### src/rtl/seq_channel_mixer.sv
// seq_channel_mixer
// Time-multiplexed unsigned audio mixer. One shared adder walks the snapshot
// of all channels, one channel per clock, then applies the selected gain
// (auto-normalise, fixed shift or raw) and saturates to DATA_BITS.
module seq_channel_mixer #(
    parameter int DATA_BITS    = 12,
    parameter int NUM_CHANNELS = 12,
    parameter int FIXED_SHIFT  = 2
) (
    input  logic                              clk,
    input  logic                              rst,
    input  logic                              sample_tick,
    input  logic [NUM_CHANNELS*DATA_BITS-1:0] din_flat,
    input  logic [NUM_CHANNELS-1:0]           ch_enable,
    input  logic [1:0]                        gain_mode,
    output logic [DATA_BITS-1:0]              dout,
    output logic                              dout_valid,
    output logic                              busy,
    output logic                              clipped,
    output logic                              overrun
);

    localparam int LOG_N    = $clog2(NUM_CHANNELS);
    localparam int ACC_BITS = DATA_BITS + LOG_N + 1;
    localparam int IDX_BITS = (NUM_CHANNELS > 1) ? $clog2(NUM_CHANNELS) : 1;
    localparam int CNT_BITS = $clog2(NUM_CHANNELS + 1);
    localparam int SH_BITS  = $clog2(ACC_BITS + 1);
    localparam int FW       = NUM_CHANNELS * DATA_BITS;

    localparam logic [ACC_BITS-1:0] SAT_MAX  = {{(ACC_BITS-DATA_BITS){1'b0}}, {DATA_BITS{1'b1}}};
    localparam logic [IDX_BITS-1:0] LAST_IDX = IDX_BITS'(NUM_CHANNELS - 1);

    typedef enum logic [1:0] {
        S_IDLE  = 2'd0,
        S_ACCUM = 2'd1,
        S_OUT   = 2'd2
    } state_t;

    state_t                state_reg;
    logic [FW-1:0]         samp_flat_reg;
    logic [NUM_CHANNELS-1:0] en_reg;
    logic [1:0]            mode_reg;
    logic [ACC_BITS-1:0]   acc_reg;
    logic [CNT_BITS-1:0]   cnt_reg;
    logic [IDX_BITS-1:0]   idx_reg;
    logic [DATA_BITS-1:0]  dout_reg;
    logic                  valid_reg;
    logic                  busy_reg;
    logic                  clipped_reg;
    logic                  overrun_reg;

    logic [DATA_BITS-1:0]  samp_ch [NUM_CHANNELS];
    logic [DATA_BITS-1:0]  cur_samp;
    logic                  cur_en;
    logic [SH_BITS-1:0]    shift_next;
    logic [ACC_BITS-1:0]   res_next;

    // Smallest s with 2^s >= v; 0 and 1 both give 0.
    function automatic logic [SH_BITS-1:0] ceil_log2(input logic [CNT_BITS-1:0] v);
        logic [SH_BITS-1:0] r;
        r = '0;
        for (int s = 0; s <= CNT_BITS; s++) begin
            if ((32'd1 << s) < 32'(v)) begin
                r = SH_BITS'(s + 1);
            end
        end
        return r;
    endfunction

    // Split the snapshot bus into per-channel samples for the index mux.
    genvar gi;
    generate
        for (gi = 0; gi < NUM_CHANNELS; gi++) begin : g_unpack
            assign samp_ch[gi] = samp_flat_reg[gi*DATA_BITS +: DATA_BITS];
        end
    endgenerate

    assign cur_samp = samp_ch[idx_reg];
    assign cur_en   = en_reg[idx_reg];

    // Gain stage: pick the shift from the captured mode, then shift logically.
    always_comb begin
        shift_next = '0;
        case (mode_reg)
            2'd1:    shift_next = SH_BITS'(FIXED_SHIFT);
            2'd2:    shift_next = '0;
            default: shift_next = ceil_log2(cnt_reg);
        endcase
        res_next = acc_reg >> shift_next;
    end

    // Mixer FSM: capture on tick, accumulate one channel per cycle, publish result.
    always_ff @(posedge clk) begin
        if (rst) begin
            state_reg     <= S_IDLE;
            samp_flat_reg <= '0;
            en_reg        <= '0;
            mode_reg      <= '0;
            acc_reg       <= '0;
            cnt_reg       <= '0;
            idx_reg       <= '0;
            dout_reg      <= '0;
            valid_reg     <= 1'b0;
            busy_reg      <= 1'b0;
            clipped_reg   <= 1'b0;
            overrun_reg   <= 1'b0;
        end else begin
            valid_reg <= 1'b0;
            case (state_reg)
                S_IDLE: begin
                    if (sample_tick) begin
                        samp_flat_reg <= din_flat;
                        en_reg        <= ch_enable;
                        mode_reg      <= gain_mode;
                        acc_reg       <= '0;
                        cnt_reg       <= '0;
                        idx_reg       <= '0;
                        busy_reg      <= 1'b1;
                        state_reg     <= S_ACCUM;
                    end
                end
                S_ACCUM: begin
                    if (sample_tick) begin
                        overrun_reg <= 1'b1;
                    end
                    if (cur_en) begin
                        acc_reg <= acc_reg + ACC_BITS'(cur_samp);
                        cnt_reg <= cnt_reg + CNT_BITS'(1);
                    end
                    idx_reg <= idx_reg + IDX_BITS'(1);
                    if (idx_reg == LAST_IDX) begin
                        state_reg <= S_OUT;
                    end
                end
                S_OUT: begin
                    if (sample_tick) begin
                        overrun_reg <= 1'b1;
                    end
                    if (res_next > SAT_MAX) begin
                        dout_reg    <= {DATA_BITS{1'b1}};
                        clipped_reg <= 1'b1;
                    end else begin
                        dout_reg    <= res_next[DATA_BITS-1:0];
                        clipped_reg <= 1'b0;
                    end
                    valid_reg <= 1'b1;
                    busy_reg  <= 1'b0;
                    state_reg <= S_IDLE;
                end
                default: begin
                    busy_reg  <= 1'b0;
                    state_reg <= S_IDLE;
                end
            endcase
        end
    end

    assign dout       = dout_reg;
    assign dout_valid = valid_reg;
    assign busy       = busy_reg;
    assign clipped    = clipped_reg;
    assign overrun    = overrun_reg;

endmodule
### config.mk
export PLATFORM = sky130hd
export DESIGN_NAME = seq_channel_mixer
export DESIGN_NICKNAME = d
export VERILOG_FILES = /design/src/rtl/seq_channel_mixer.sv
export SDC_FILE = /design/constraint.sdc
export NUM_CORES = 1
export LEC_CHECK = 0
export BUFFER_PORTS_ARGS = -buffer_cell sky130_fd_sc_hd__buf_2
export CORE_MARGIN = 4
export CORE_UTILIZATION = 56
export DETAILED_ROUTE_END_ITERATION = 16
export HOLD_SLACK_MARGIN = 0.1
export PLACE_DENSITY = 0.8
export REMOVE_ABC_BUFFERS = 1
export SLEW_MARGIN = 20
export SYNTH_ARGS = -nofsm -noshare
export SYNTH_HDL_FRONTEND = slang
export SYNTH_SLANG_ARGS = --single-unit
### constraint.sdc
create_clock -name clk -period 4.95 [get_ports clk]
set_input_delay 0.2475 -clock clk [delete_from_list [all_inputs] [get_ports clk]]
set_output_delay 0.2475 -clock clk [all_outputs]
set_load 0.02 [all_outputs]
; ---- After elaboration in Yosys (flattened, before gate mapping)
; Cells that the tools add are included.
[classes]
n_bitwise = 2
reduce_logical = 9
magnitude_cmp = 7
addsub = 3
muxes = 25
shift = 1
eq_ne = 8
[ops]
columns = operator, n
row1 = 12-bit binary-select mux with 4-bit select, 1
row2 = 12-bit 2-to-1 mux, 3
row3 = 17-bit 2-to-1 mux, 2
row4 = 17-bit case mux with 2 select lines, 1
row5 = 17-bit by 12-bit adder with 17-bit output, 1
row6 = 17-bit by 12-bit > comparator with 1-bit output (second input constant), 1
row7 = 17-bit by 5-bit right shift with 17-bit output, 1
row8 = 4-bit case mux with 2 select lines, 2
row9 = 5-bit 2-to-1 mux, 3
row10 = 5-bit case mux with 2 select lines, 1
row11 = 2-bit AND reduction, 5
row12 = 4-bit by 1-bit adder with 4-bit output (second input constant), 2
row13 = 4-bit 2-to-1 mux, 2
row14 = 2-bit inequality test (second input constant), 3
row15 = 5-bit >= comparator (second input constant), 1
row16 = 4-bit by 5-bit less-than comparator with 1-bit output (second input constant), 1
row17 = 1-bit 2-to-1 mux, 5
row18 = 4-bit inverter with 5-bit output, 1
row19 = 1-bit binary-select mux with 4-bit select, 1
row20 = 2-bit by 1-bit == test with 1-bit output (second input constant), 2
row21 = 2-bit == test (second input constant), 2
row22 = 4-bit == test (second input constant), 1
row23 = 1-bit by 4-bit less-than comparator with 1-bit output (first input constant), 1
row24 = 2-bit by 4-bit less-than comparator with 1-bit output (first input constant), 1
row25 = 10 further kinds, 11
[word_totals]
output_inout_bits = 16
elab_cells = 67
ff_bits = 201
in_bits = 161

; ---- Depth between registers and ports, before layout
; Gate-level depths: netlist of run 1.
[logic_depth]
depth_word = 9
depth_mapped = 14
depth_no_buf = 12

; ---- Least setup slack after synthesis of run 1
; Ideal clock, no wire load.
[synth_timing]
kind = reg2reg
startpoint = reg idx_reg[1]
endpoint = reg acc_reg[10]
setup_slack_ns = 1.499
stages_incl_launch_ff = 14
required_ns = 4.833
n_path_buf = 3
synth_period_minus_slack_ns = 3.451
setup_ns = 0.117
arrival_ns = 3.334
path_cell_list = dfxtp_1 buf_2 buf_1 buf_1 mux4_2 inv_1 o22ai_1 ha_1 a21o_1 or2_0 o311a_1 o21a_1 or3_1 a32o_1
[synth_via]
elab_chain_len = 7
elab_cells_between_ends = 11
classes_between = add/sub (1) / eq/ne (1) / mux (7) / bitwise (1) / reduce/logical (1)
[synth_rtl]
columns = item, line
row1 = "start, declared", 45  ; logic [IDX_BITS-1:0] idx_reg;
row2 = "start signal, assigned", 130  ; idx_reg <= idx_reg + IDX_BITS'(1);
row3 = 4-bit inverter with 5-bit output (not written as such), 78  ; assign cur_samp = samp_ch[idx_reg];
row4 = 12-bit binary-select mux with 4-bit select, 78
row5 = 12-bit 2-to-1 mux (not written as such) (2 in series), 78
row6 = 17-bit by 12-bit adder with 17-bit output, 127  ; acc_reg <= acc_reg + ACC_BITS'(cur_samp);
row7 = 17-bit 2-to-1 mux, 126  ; if (cur_en) begin
row8 = 17-bit case mux with 2 select lines, 109  ; case (state_reg)
row9 = "end signal, assigned", 127
row10 = "end, declared", 43  ; logic [ACC_BITS-1:0] acc_reg;
; Parallel ways exist; a longest one is shown, timed or not. The select of a mux whose other input is x is not followed.
; A chain may end at the register's enable or synchronous reset.

; ---- Worst setup path after layout of run 1
[layout_timing]
startpoint = reg idx_reg[0]
endpoint = reg acc_reg[16]
; The elaborated chain is that of the path after synthesis.

==> metrics.txt, run 1 <==
largest net degree at the start of global routing between 100 and 150; main combinational cell family by area after synthesis simple AND/OR/NAND/NOR gates; Internal Power 2.84 mW; fraction of the mapped netlist area in compound gates roughly 17%; worst rel slew slack 33.1%; cell type with the largest total area after synthesis dfxtp_1; proportion of synthesized area in mux cells a little over an eighth; # DRC 0; leading cell type by number of instances after synthesis nand2_1; row count 47; maximum resistive drop on vdd roughly 0.00026 V; result of the run finished, final reports clean; CP max-delay cell dfxtp_4; critical path capture point type flop; number of enable flip-flop cells after synthesis 0; Area growth syn-to-layout 32.4%; setup clock skew after layout slightly below 0.008 ns; cell depth of the worst flop-to-flop path 10; final total negative setup slack 0 ns; combinational share of power between 10% and 20%; post-layout net count approximately 1600; switching power as a share of total power ~26%; RSZ-0062 raised after global routing no; Max Transition Viols Final 0; part of the Yosys area used for sequential elements a little over two fifths; routability congestion estimate between 0.9 and 1; core outline area between 15000 and 20000 um^2; number of I/O port buffers ~180; Total Routing Usage GR approximately 29%; detailed-router iteration count before antenna repair 6; Most common cell on crit path a21oi_1; Mapped Cells 1151; worst skew pair latency ~0.49 ns; total power of the final layout between 3 and 4 mW; kind of launch point of the worst setup path flop; switching component of the power ~990 uW; CP top delay family compound AO/OA/AOI/OAI gates; first-pass GRT wire length approximately 46000 um; number of buffers created by CTS 21; Routed Wire Length roughly 29000 um; clock tree from TritonCTS built; vias between 9000 and 10000; maximum capacitance violations 0; power density of the placed cells roughly 300 nW/um^2; share of flip-flops with an asynchronous set or reset 0%; number of antenna-violating nets in the routed design 0; required time worst endpoint around 5.4 ns; post-DP HPWL roughly 16000 um; hold path depth 3; maximum frequency from static timing analysis approximately 260 MHz; type of the worst min-delay path primary input to flop; dpl cells roughly 1500; starting utilization of the core area 57.6%; average detailed-routed wire length per instance ~17 um; area of the mapped netlist roughly 9600 um^2; count of non-filler cells in the finished layout roughly 1700; clock network fraction of total power between 30% and 40%; number of setup violations in the final report 0; Syn. warnings 0; Cell Chain, Critical Path mux4_2 -> mux2i_1 -> o22ai_1 -> ha_1 -> o21ai_0 -> a21oi_1 -> o311ai_0 -> o2bb2ai_1 -> or4_1 -> a21oi_1; most common flop cell mapped by yosys dfxtp_1; adder-cell share of the synthesized area roughly 2.8%; crit path time final approximately 3.8 ns; WP depth 10; static leakage power a little over 5 nW; share of layout cells above drive strength 1 19.5%; number of gates given a new drive strength after cts 0; #FFs+latches synth between 200 and 250; Largest register FFs 144; top-area cell type share of the netlist area 41.9%; top cells by area, synth dfxtp_1 42%, nand2_1 14%, a21oi_1 9.9%, mux4_2 8.7%, mux2i_1 3.7%; average instance area after synthesis 8.35 um^2; CTS clock-pin slew for the worst setup and hold paths approximately 0.06 ns; maximum net fanout on the critical path 46; Data arrival, critical path 4.26 ns; transition time at the pin with the least slew margin around 1 ns; via count of the first global-routing pass around 9500; Final period util just under 80%; synthesized-area fraction occupied by and/or/nand/nor cells about a fifth; combined buffer and inverter count along the critical path 0; height of the die approximately 140 um; clock net sink count ~200; worst setup path category flop to flop; detailed router's first-iteration violation count about 780; Max clock buf depth 3; commonest cells in the synthesized netlist 347 x nand2_1, 201 x dfxtp_1, 190 x a21oi_1, 70 x clkbuf_1, 41 x nor2_1; XOR/XNOR share of the synthesized area less than 1%; Die X approximately 140 um; Worst path max stage delay slightly below 0.9 ns; portion of total power attributed to sequential cells between 40% and 50%; synth unique cells 69; ratio of routed vias to standard cells between 5 and 6; antenna violations before repair 2; I/O pin cnt 177; Die ar. 19300 um^2; number of hold-slack violations in the final timing report 0; Root Buffer clkbuf_16; global route overflow 0; Clock H-tree levels 1
==> what timing repair did <==
action	4_1_cts	5_1_grt
hold endpoints to repair	158	0
hold buffers	158	0
setup buffers	0	0
==> layout make-up <==
type | instances | area [um^2]
Antenna cell | 2 | 5.00
Fill cell | 1090 | 3970
Clock inverter | 5 | 27.5
Multi-Input combinational cell | 832 | 5120
Clock buffer | 32 | 617
Tap cell | 220 | 275
Inverter | 29 | 109
Sequential cell | 201 | 4030
Timing Repair Buffer | 343 | 2550
==> cell usage in the layout, fill, tap and decap left out, drive strengths merged, types with 3 or more instances in the layout <==
cell,n
a2111oi,5
ha,20
o21bai,4
a21oi,190
or3,7
nor2,42
mux2i,36
dlygate4sd3,158
a22o,5
xor2,3
nand4,4
o221a,5
o21ai,13
clkbuf,32
xnor2,4
or4,4
nor3b,3
nor3,13
buf,185
o22ai,14
nor2b,6
o31ai,4
nand2,348
dfxtp,201
nand2b,6
inv,29
o311ai,5
clkinv,4
mux2,6
mux4,37
a21o,7
nand3,9
==> through the flow <==
stage	hold WS [ns]	instance area [um^2]	util, %	setup slack [ns]
4_1_cts	0.183	12700	76.1	1.11
3_3_place_gp	0.439	10500	62.7	1.26
2_1_floorplan	0.316	9240	-	0.287
6_report	0.192	12700	76.2	1.11
5_1_grt	0.230	12700	76.2	0.819
3_5_place_dp	0.445	10500	62.7	1.12
==> worst register-to-register path: cells and delay by family, from the launching register on <==
family / cells / cell delay [ns]
multiplexers: 2 / 0.82
AO/OA/AOI/OAI: 6 / 1.19
AND/OR/NAND/NOR: 1 / 0.48
flip-flops: 1 / 0.89
adder cells (fa/ha/maj): 1 / 0.39
==> kinds of logic after synthesis <==
group           Yosys count
buf+inv                 118
simple gates            450
compound gates          275
flops                   201
fa+ha+maj                21
xor+xnor                  7
mux                      79
==> final timing paths <==
path                                         from                               to  slack [ns]
setup reg to reg          idx_reg[0]$_SDFFE_PP0P_         acc_reg[16]$_SDFFE_PP0P_        1.11
hold / removal                        sample_tick        state_reg[0]$_SDFFE_PP0P_        0.19
setup / recovery          idx_reg[0]$_SDFFE_PP0P_         acc_reg[16]$_SDFFE_PP0P_        1.11
hold reg to reg   samp_flat_reg[105]$_SDFFE_PP0P_  samp_flat_reg[105]$_SDFFE_PP0P_        0.45
==> layer usage <==
| layer | share of wire, % | up-vias | wire length (um) | track usage (%) |
|---|---|---|---|---|
| li1 | - | 4514 | - | - |
| met1 | 38 | 4430 | 11100 | 34.3 |
| met2 | 50 | 419 | 14500 | 49.8 |
| met3 | 6.4 | 123 | 1860 | 5.00 |
| met4 | 4.7 | 0 | 1350 | 13.3 |
| met5 | 0 | - | 0 | 0 |
==> power groups by stage <==
stage / logic [mW] / registers [mW] / clock network, mW
final: 0.564 / 1.78 / 1.49
after global routing: 0.618 / 1.79 / 1.57
after CTS: 0.536 / 1.78 / 1.49
after detailed placement: 0.438 / 1.81 / 0
after global placement: 0.427 / 1.80 / 0
after floorplan: 0.291 / 1.79 / 0
No activity file was read; power rests on OpenSTA's default activity.
==> run 2, diff against run 1 <==
--- a/config.mk
+++ b/config.mk
@@ -5,12 +5,13 @@
 export SDC_FILE = /design/constraint.sdc
 export NUM_CORES = 1
 export LEC_CHECK = 0
+export ABC_AREA = 1
 export BUFFER_PORTS_ARGS = -buffer_cell sky130_fd_sc_hd__buf_2
 export CORE_MARGIN = 4
-export CORE_UTILIZATION = 56
+export CORE_UTILIZATION = 51
 export DETAILED_ROUTE_END_ITERATION = 16
 export HOLD_SLACK_MARGIN = 0.1
-export PLACE_DENSITY = 0.8
+export PLACE_DENSITY = 0.77
 export REMOVE_ABC_BUFFERS = 1
 export SLEW_MARGIN = 20
 export SYNTH_ARGS = -nofsm -noshare
==> constraint.sdc (replaced) <==
create_clock -name clk -period 3.34 [get_ports clk]
set_input_delay 0.167 -clock clk [delete_from_list [all_inputs] [get_ports clk]]
set_output_delay 0.167 -clock clk [all_outputs]
set_load 0.02 [all_outputs]
==> metrics.txt, run 2 <==
result of the run finished, final reports clean; kind of launch point of the worst setup path flop; Syn. warnings 0; setup clock skew after layout 0.0213 ns; number of enable flip-flop cells after synthesis 0; synthesized-area fraction occupied by and/or/nand/nor cells ~28%; Final period util between 80% and 90%; Max Transition Viols Final 0; dpl cells 1809; maximum frequency from static timing analysis about 330 MHz; adder-cell share of the synthesized area 2.73%; Mapped Cells about 1500; detailed-router iteration count before antenna repair 5; routability congestion estimate between 0.9 and 1; fraction of the mapped netlist area in compound gates between 20% and 30%; Die X about 150 um; XOR/XNOR share of the synthesized area 0.443%; global route overflow 0; I/O pin cnt 177; post-DP HPWL around 19000 um; Total Routing Usage GR around 28%; Root Buffer clkbuf_16; number of I/O port buffers roughly 180; average detailed-routed wire length per instance between 15 and 20 um; via count of the first global-routing pass about 10000; RSZ-0062 raised after global routing no; Worst path max stage delay roughly 0.40 ns; CP top delay family compound AO/OA/AOI/OAI gates; clock net sink count 201; synth unique cells 38; final total negative setup slack 0 ns; cell type with the largest total area after synthesis dfxtp_1; Die ar. 21700 um^2; Data arrival, critical path around 3.4 ns; leading cell type by number of instances after synthesis nor2_1; top cells by area, synth dfxtp_1 41%, nor2_1 17%, o21ai_0 13%, nand3_1 4.9%, nand2_1 4.4%; clock tree from TritonCTS built; commonest cells in the synthesized netlist 443 x nor2_1, 266 x o21ai_0, 201 x dfxtp_1, 115 x nand2_1, 96 x nand3_1; worst rel slew slack 45.4%; Largest register FFs between 100 and 150; share of layout cells above drive strength 1 approximately 15%; proportion of synthesized area in mux cells 0%; vias 11000; part of the Yosys area used for sequential elements a little over 40%; static leakage power between 5 and 6 nW; most frequent cells in the layout 443 x nor2_1, 266 x o21ai_0, 199 x dfxtp_1, 176 x buf_2, 160 x dlygate4sd3_1; top-area cell type share of the netlist area between 40 and 50%; crit path time final about 3.0 ns; number of buffers created by CTS 21; post-layout net count about 1900; Cell Chain, Critical Path buf_12 -> o21ai_0 -> o221ai_1 -> a32o_1 -> ha_1 -> inv_1 -> fa_1 -> inv_1 -> nand3_1 -> nand2_1 -> nand2_1 -> a21oi_1 -> nand2_1 -> nand2_1 -> nand2_1 -> nand3_1 -> nor2_1 -> nor2_1 -> nor2_1; instance area after placement 10900 um^2; share of flip-flops with an asynchronous set or reset 0%; required time worst endpoint 3.72 ns; smallest hold slack between 0.4 and 0.5 ns; post-place setup slack about 0.43 ns; detailed router's first-iteration violation count around 770; CP max-delay cell fa_1; core outline area between 15000 and 20000 um^2; ratio of routed vias to standard cells around 5.5; number of antenna-violating nets in the routed design 0; row count 50; Most common cell on crit path nand2_1; most frequent standard cell in the layout excluding fill and tap cells nor2_1; maximum capacitance violations 0; worst skew pair latency approximately 0.52 ns; count of non-filler cells in the finished layout between 2000 and 2500; average instance area after synthesis about 7 um^2; area of the mapped netlist 9890 um^2; PnR worst setup slack ~0.35 ns; # DRC 0; CTS clock-pin slew for the worst setup and hold paths roughly 0.060 ns; starting utilization of the core area between 50 and 60%; Routed Wire Length 31500 um; worst setup path category flop to flop; power density of the placed cells between 500 and 600 nW/um^2; transition time at the pin with the least slew margin 0.819 ns; Clock H-tree levels 1; type of the worst min-delay path primary input to flop; Max clock buf depth 3; height of the die ~150 um; #FFs+latches synth 201; main combinational cell family by area after synthesis simple AND/OR/NAND/NOR gates; number of setup violations in the final report 0; final instance area roughly 13000 um^2; number of hold-slack violations in the final timing report 0; antenna violations before repair 3; critical path capture point type flop; maximum net fanout on the critical path 81; combined buffer and inverter count along the critical path 3; first-pass GRT wire length ~51000 um; maximum resistive drop on vdd approximately 0.00034 V; largest net degree at the start of global routing roughly 110; most common flop cell mapped by yosys dfxtp_1; Area growth syn-to-layout 34.0%
## run 2: cell count changes after synthesis, sizes merged, moves of 10 or more
| cell | delta |
|---|---|
| clkbuf | +10 |
| nand3 | +92 |
| mux4 | -37 |
| nor3 | -11 |
| nand2 | -225 |
| mux2i | -36 |
| o221ai | +17 |
| inv | +27 |
| o21ai | +255 |
| nor2 | +402 |
| a21oi | -123 |
## run 2: stage by stage
step | utilization, % | power [mW]
floorplan | - | 3.73
global placement | 57.6 | 4.12
detailed placement | 57.6 | 4.15
CTS | 70.1 | 6.78
global route | 70.1 | 7.15
finish | 70.1 | 6.82
## run 2: power by group
group / total (mW) / internal [mW] / switching [mW]
sequential: 2.78 / 2.64 / 0.148
combinational: 1.52 / 0.610 / 0.909
clock: 2.52 / 1.53 / 0.984
## run 2: tightest hold or removal path, delay by kind of cell
kind	cells	cell delay [ns]
AO/OA/AOI/OAI	1	0.07
AND/OR/NAND/NOR	1	0.07
buffers and inverters	2	0.61
## run 2: cell families after synthesis
family | count (synthesis)
XOR/XNOR | 5
AND/OR/NAND/NOR | 682
adder cells (fa/ha/maj) | 21
AO/OA/AOI/OAI | 387
buffers and inverters | 157
flip-flops | 201
## run 2: worst paths after layout
check / start / to / slack, ns / cells after the start
max: idx_reg[0]$_SDFFE_PP0P_ / acc_reg[14]$_SDFFE_PP0P_ / 0.35 / 19
min: din_flat[7] / samp_flat_reg[7]$_SDFFE_PP0P_ / 0.45 / 4
max reg2reg: idx_reg[0]$_SDFFE_PP0P_ / acc_reg[14]$_SDFFE_PP0P_ / 0.35 / 19
min reg2reg: en_reg[8]$_SDFFE_PP0P_ / en_reg[8]$_SDFFE_PP0P_ / 0.47 / 2
## run 2: final cells by class
cell class	instances	area, um^2
repair buffers	355	2690
diodes	3	7.51
clock buffers	25	571
multi-input cells	1095	5230
flip-flops and latches	201	4030
fillers	1526	5640
clock inverters	13	176
well taps	260	325
inverters	58	226
## run 2: timing repair
item | 4_1_cts | 5_1_grt
endpoints found under the hold margin | 162 | 0
buffers inserted | 0 | 0
setup endpoints to repair | 0 | 1
resized for setup | 0 | 2
hold buffers | 160 | 0
## run 2: layer usage
metal	vias to the layer above	share of wire, %	GRT usage, %
met1	4990	40	34.6
met3	113	6.3	4.47
li1	5417	-	-
met2	442	49	49.3
met5	-	0	0
met4	0	4.4	12.6
==> run 3, diff against run 2 <==
--- a/config.mk
+++ b/config.mk
@@ -8,10 +8,9 @@
 export ABC_AREA = 1
 export BUFFER_PORTS_ARGS = -buffer_cell sky130_fd_sc_hd__buf_2
 export CORE_MARGIN = 4
-export CORE_UTILIZATION = 51
+export CORE_UTILIZATION = 41
 export DETAILED_ROUTE_END_ITERATION = 16
 export HOLD_SLACK_MARGIN = 0.1
-export PLACE_DENSITY = 0.77
 export REMOVE_ABC_BUFFERS = 1
 export SLEW_MARGIN = 20
 export SYNTH_ARGS = -nofsm -noshare
==> metrics.txt, run 3 (synthesis gave the netlist of run 2 again) <==
final total negative setup slack 0 ns; final instance area around 13000 um^2; worst rel slew slack between 30% and 40%; Worst path max stage delay 0.41 ns; type of the worst min-delay path primary input to flop; starting utilization of the core area 41.9%; setup clock skew after layout 0.0180 ns; RSZ-0062 raised after global routing no; power density of the placed cells about 520 nW/um^2; average detailed-routed wire length per instance approximately 15 um; required time worst endpoint 3.72 ns; CP top delay family compound AO/OA/AOI/OAI gates; height of the die 163 um; transition time at the pin with the least slew margin 0.991 ns; Root Buffer clkbuf_16; post-DP HPWL between 15000 and 20000 um; instance area after placement 11000 um^2; ratio of routed vias to standard cells 5.04; detailed-router iteration count before antenna repair 6; Most common cell on crit path nand2_1; hold path depth 4; row count 56; maximum capacitance violations 0; Total Routing Usage GR a little under a quarter; kind of launch point of the worst setup path flop; result of the run finished, final reports clean; total power of the final layout around 7.0 mW; number of antenna-violating nets in the routed design 0; Max Transition Viols Final 0; vias around 10000; Die ar. 26700 um^2; clock net sink count around 200; maximum resistive drop on vdd between 0.0003 and 0.0004 V; detailed router's first-iteration violation count 537; maximum net fanout on the critical path 53; largest net degree at the start of global routing roughly 130; via count of the first global-routing pass around 10000; Final period util around 91%; maximum frequency from static timing analysis 328 MHz; number of buffers created by CTS 22; Cell Chain, Critical Path buf_12 -> o21ai_0 -> o221ai_1 -> a32o_1 -> ha_1 -> inv_1 -> fa_1 -> inv_1 -> nand3_1 -> nand2_1 -> nand2_1 -> a21oi_1 -> nand2_1 -> nand2_1 -> nand2_1 -> nand3_1 -> nor2_1 -> nor2_1 -> nor2_1; Max clock buf depth 3; clock network fraction of total power roughly two fifths; Clock H-tree levels 1; Die X approximately 160 um; core outline area 23600 um^2; combinational share of power between 20 and 25%; smallest hold slack 0.429 ns; setup bufs post-CTS 0; switching power as a share of total power around 29%; critical path capture point type flop; Diodes inserted 0; global route overflow 0; antenna violations before repair 0; CP max-delay cell fa_1; combined buffer and inverter count along the critical path 3; switching component of the power ~2.0 mW; portion of total power attributed to sequential cells between 30% and 40%; first-pass GRT wire length around 50000 um; Routed Wire Length 30200 um; number of I/O port buffers roughly 180; worst skew pair latency 0.52 ns; Internal Power approximately 5 mW; I/O pin cnt 177; share of layout cells above drive strength 1 15.7%; most frequent standard cell in the layout excluding fill and tap cells nor2_1; number of hold-slack violations in the final timing report 0; most frequent cells in the layout 443 x nor2_1, 266 x o21ai_0, 199 x dfxtp_1, 176 x buf_2, 161 x dlygate4sd3_1; WP depth 19; post-layout net count about 1900; Largest register FFs approximately 140; worst setup path category flop to flop; Data arrival, critical path 3.43 ns; static leakage power 5.88 nW; routability congestion estimate a little under 0.9; Area growth syn-to-layout 35.8%; cell depth of the worst flop-to-flop path 19; # DRC 0; crit path time final 3.05 ns; CTS clock-pin slew for the worst setup and hold paths ~0.06 ns; number of setup violations in the final report 0; clock tree from TritonCTS built
run 3: cell types whose count changed in the layout (fill, tap and decap cells not counted), sizes merged:
cell / previous run / this run
buf: 195 / 203
clkbuf: 25 / 29
diode: 3 / 0
clkinv: 8 / 6
clkinvlp: 3 / 1
bufinv: 4 / 5
dlygate4sd3: 160 / 161
run 3: metrics by stage:
| stage | setup WS (ns) | std cells | utilization [%] |
|---|---|---|---|
| 3_5_place_dp | 0.366 | 1876 | 46.6 |
| 4_1_cts | 0.346 | 2076 | 56.9 |
| 3_3_place_gp | 0.400 | 1876 | 46.6 |
| 6_report | 0.290 | 2076 | 56.9 |
| 2_1_floorplan | -2.25 | 1354 | - |
| 5_1_grt | 0.0482 | 2076 | 56.9 |
run 3: final cells by class:
| cell class | instances | area (um^2) |
|---|---|---|
| Timing Repair Buffer | 364 | 2730 |
| Clock buffer | 29 | 627 |
| Multi-Input combinational cell | 1095 | 5230 |
| Sequential cell | 201 | 4030 |
| Tap cell | 319 | 399 |
| Clock inverter | 10 | 189 |
| Inverter | 58 | 228 |
| Fill cell | 2326 | 10200 |
run 3: worst paths after layout:
path                           startpoint                             end  slack [ns]
setup / recovery  idx_reg[0]$_SDFFE_PP0P_        acc_reg[14]$_SDFFE_PP0P_        0.29
hold / removal               din_flat[47]  samp_flat_reg[47]$_SDFFE_PP0P_        0.43
setup reg to reg  idx_reg[0]$_SDFFE_PP0P_        acc_reg[14]$_SDFFE_PP0P_        0.29
hold reg to reg    en_reg[8]$_SDFFE_PP0P_          en_reg[8]$_SDFFE_PP0P_        0.46
run 3: routing by layer:
| layer | global-route usage, % | vias to the layer above | part of all wire, % |
|---|---|---|---|
| met5 | 0 | - | 0 |
| met4 | 6.48 | 0 | 2.8 |
| met3 | 3.00 | 61 | 4.2 |
| met2 | 39.9 | 254 | 48 |
| met1 | 29.1 | 4722 | 45 |
| li1 | - | 5424 | - |
run 3: repair_timing:
action,in CTS,in global routing
hold buffers,161,0
gates resized for setup,0,2
endpoints found under the setup margin,0,1
endpoints found under the hold margin,162,0
run 3: power groups by stage:
| stage | logic [mW] | registers, mW | clock network [mW] |
|---|---|---|---|
| 5_1_grt | 1.73 | 2.80 | 2.83 |
| 4_1_cts | 1.50 | 2.78 | 2.74 |
| 3_5_place_dp | 1.35 | 2.83 | 0 |
| 2_1_floorplan | 0.932 | 2.80 | 0 |
| 6_report | 1.51 | 2.78 | 2.70 |
| 3_3_place_gp | 1.33 | 2.83 | 0 |
run 3: worst reg2reg max path, stage by stage, from the launching register on:
cell and delay (ns):
dfxtp_2 0.38, buf_12 0.25, o21ai_0 0.14, o221ai_1 0.22
a32o_1 0.22, ha_1 0.18, inv_1 0.06, fa_1 0.41
inv_1 0.07, nand3_1 0.06, nand2_1 0.14, nand2_1 0.10
a21oi_1 0.23, nand2_1 0.11, nand2_1 0.07, nand2_1 0.04
nand3_1 0.06, nor2_1 0.04, nor2_1 0.09, nor2_1 0.04
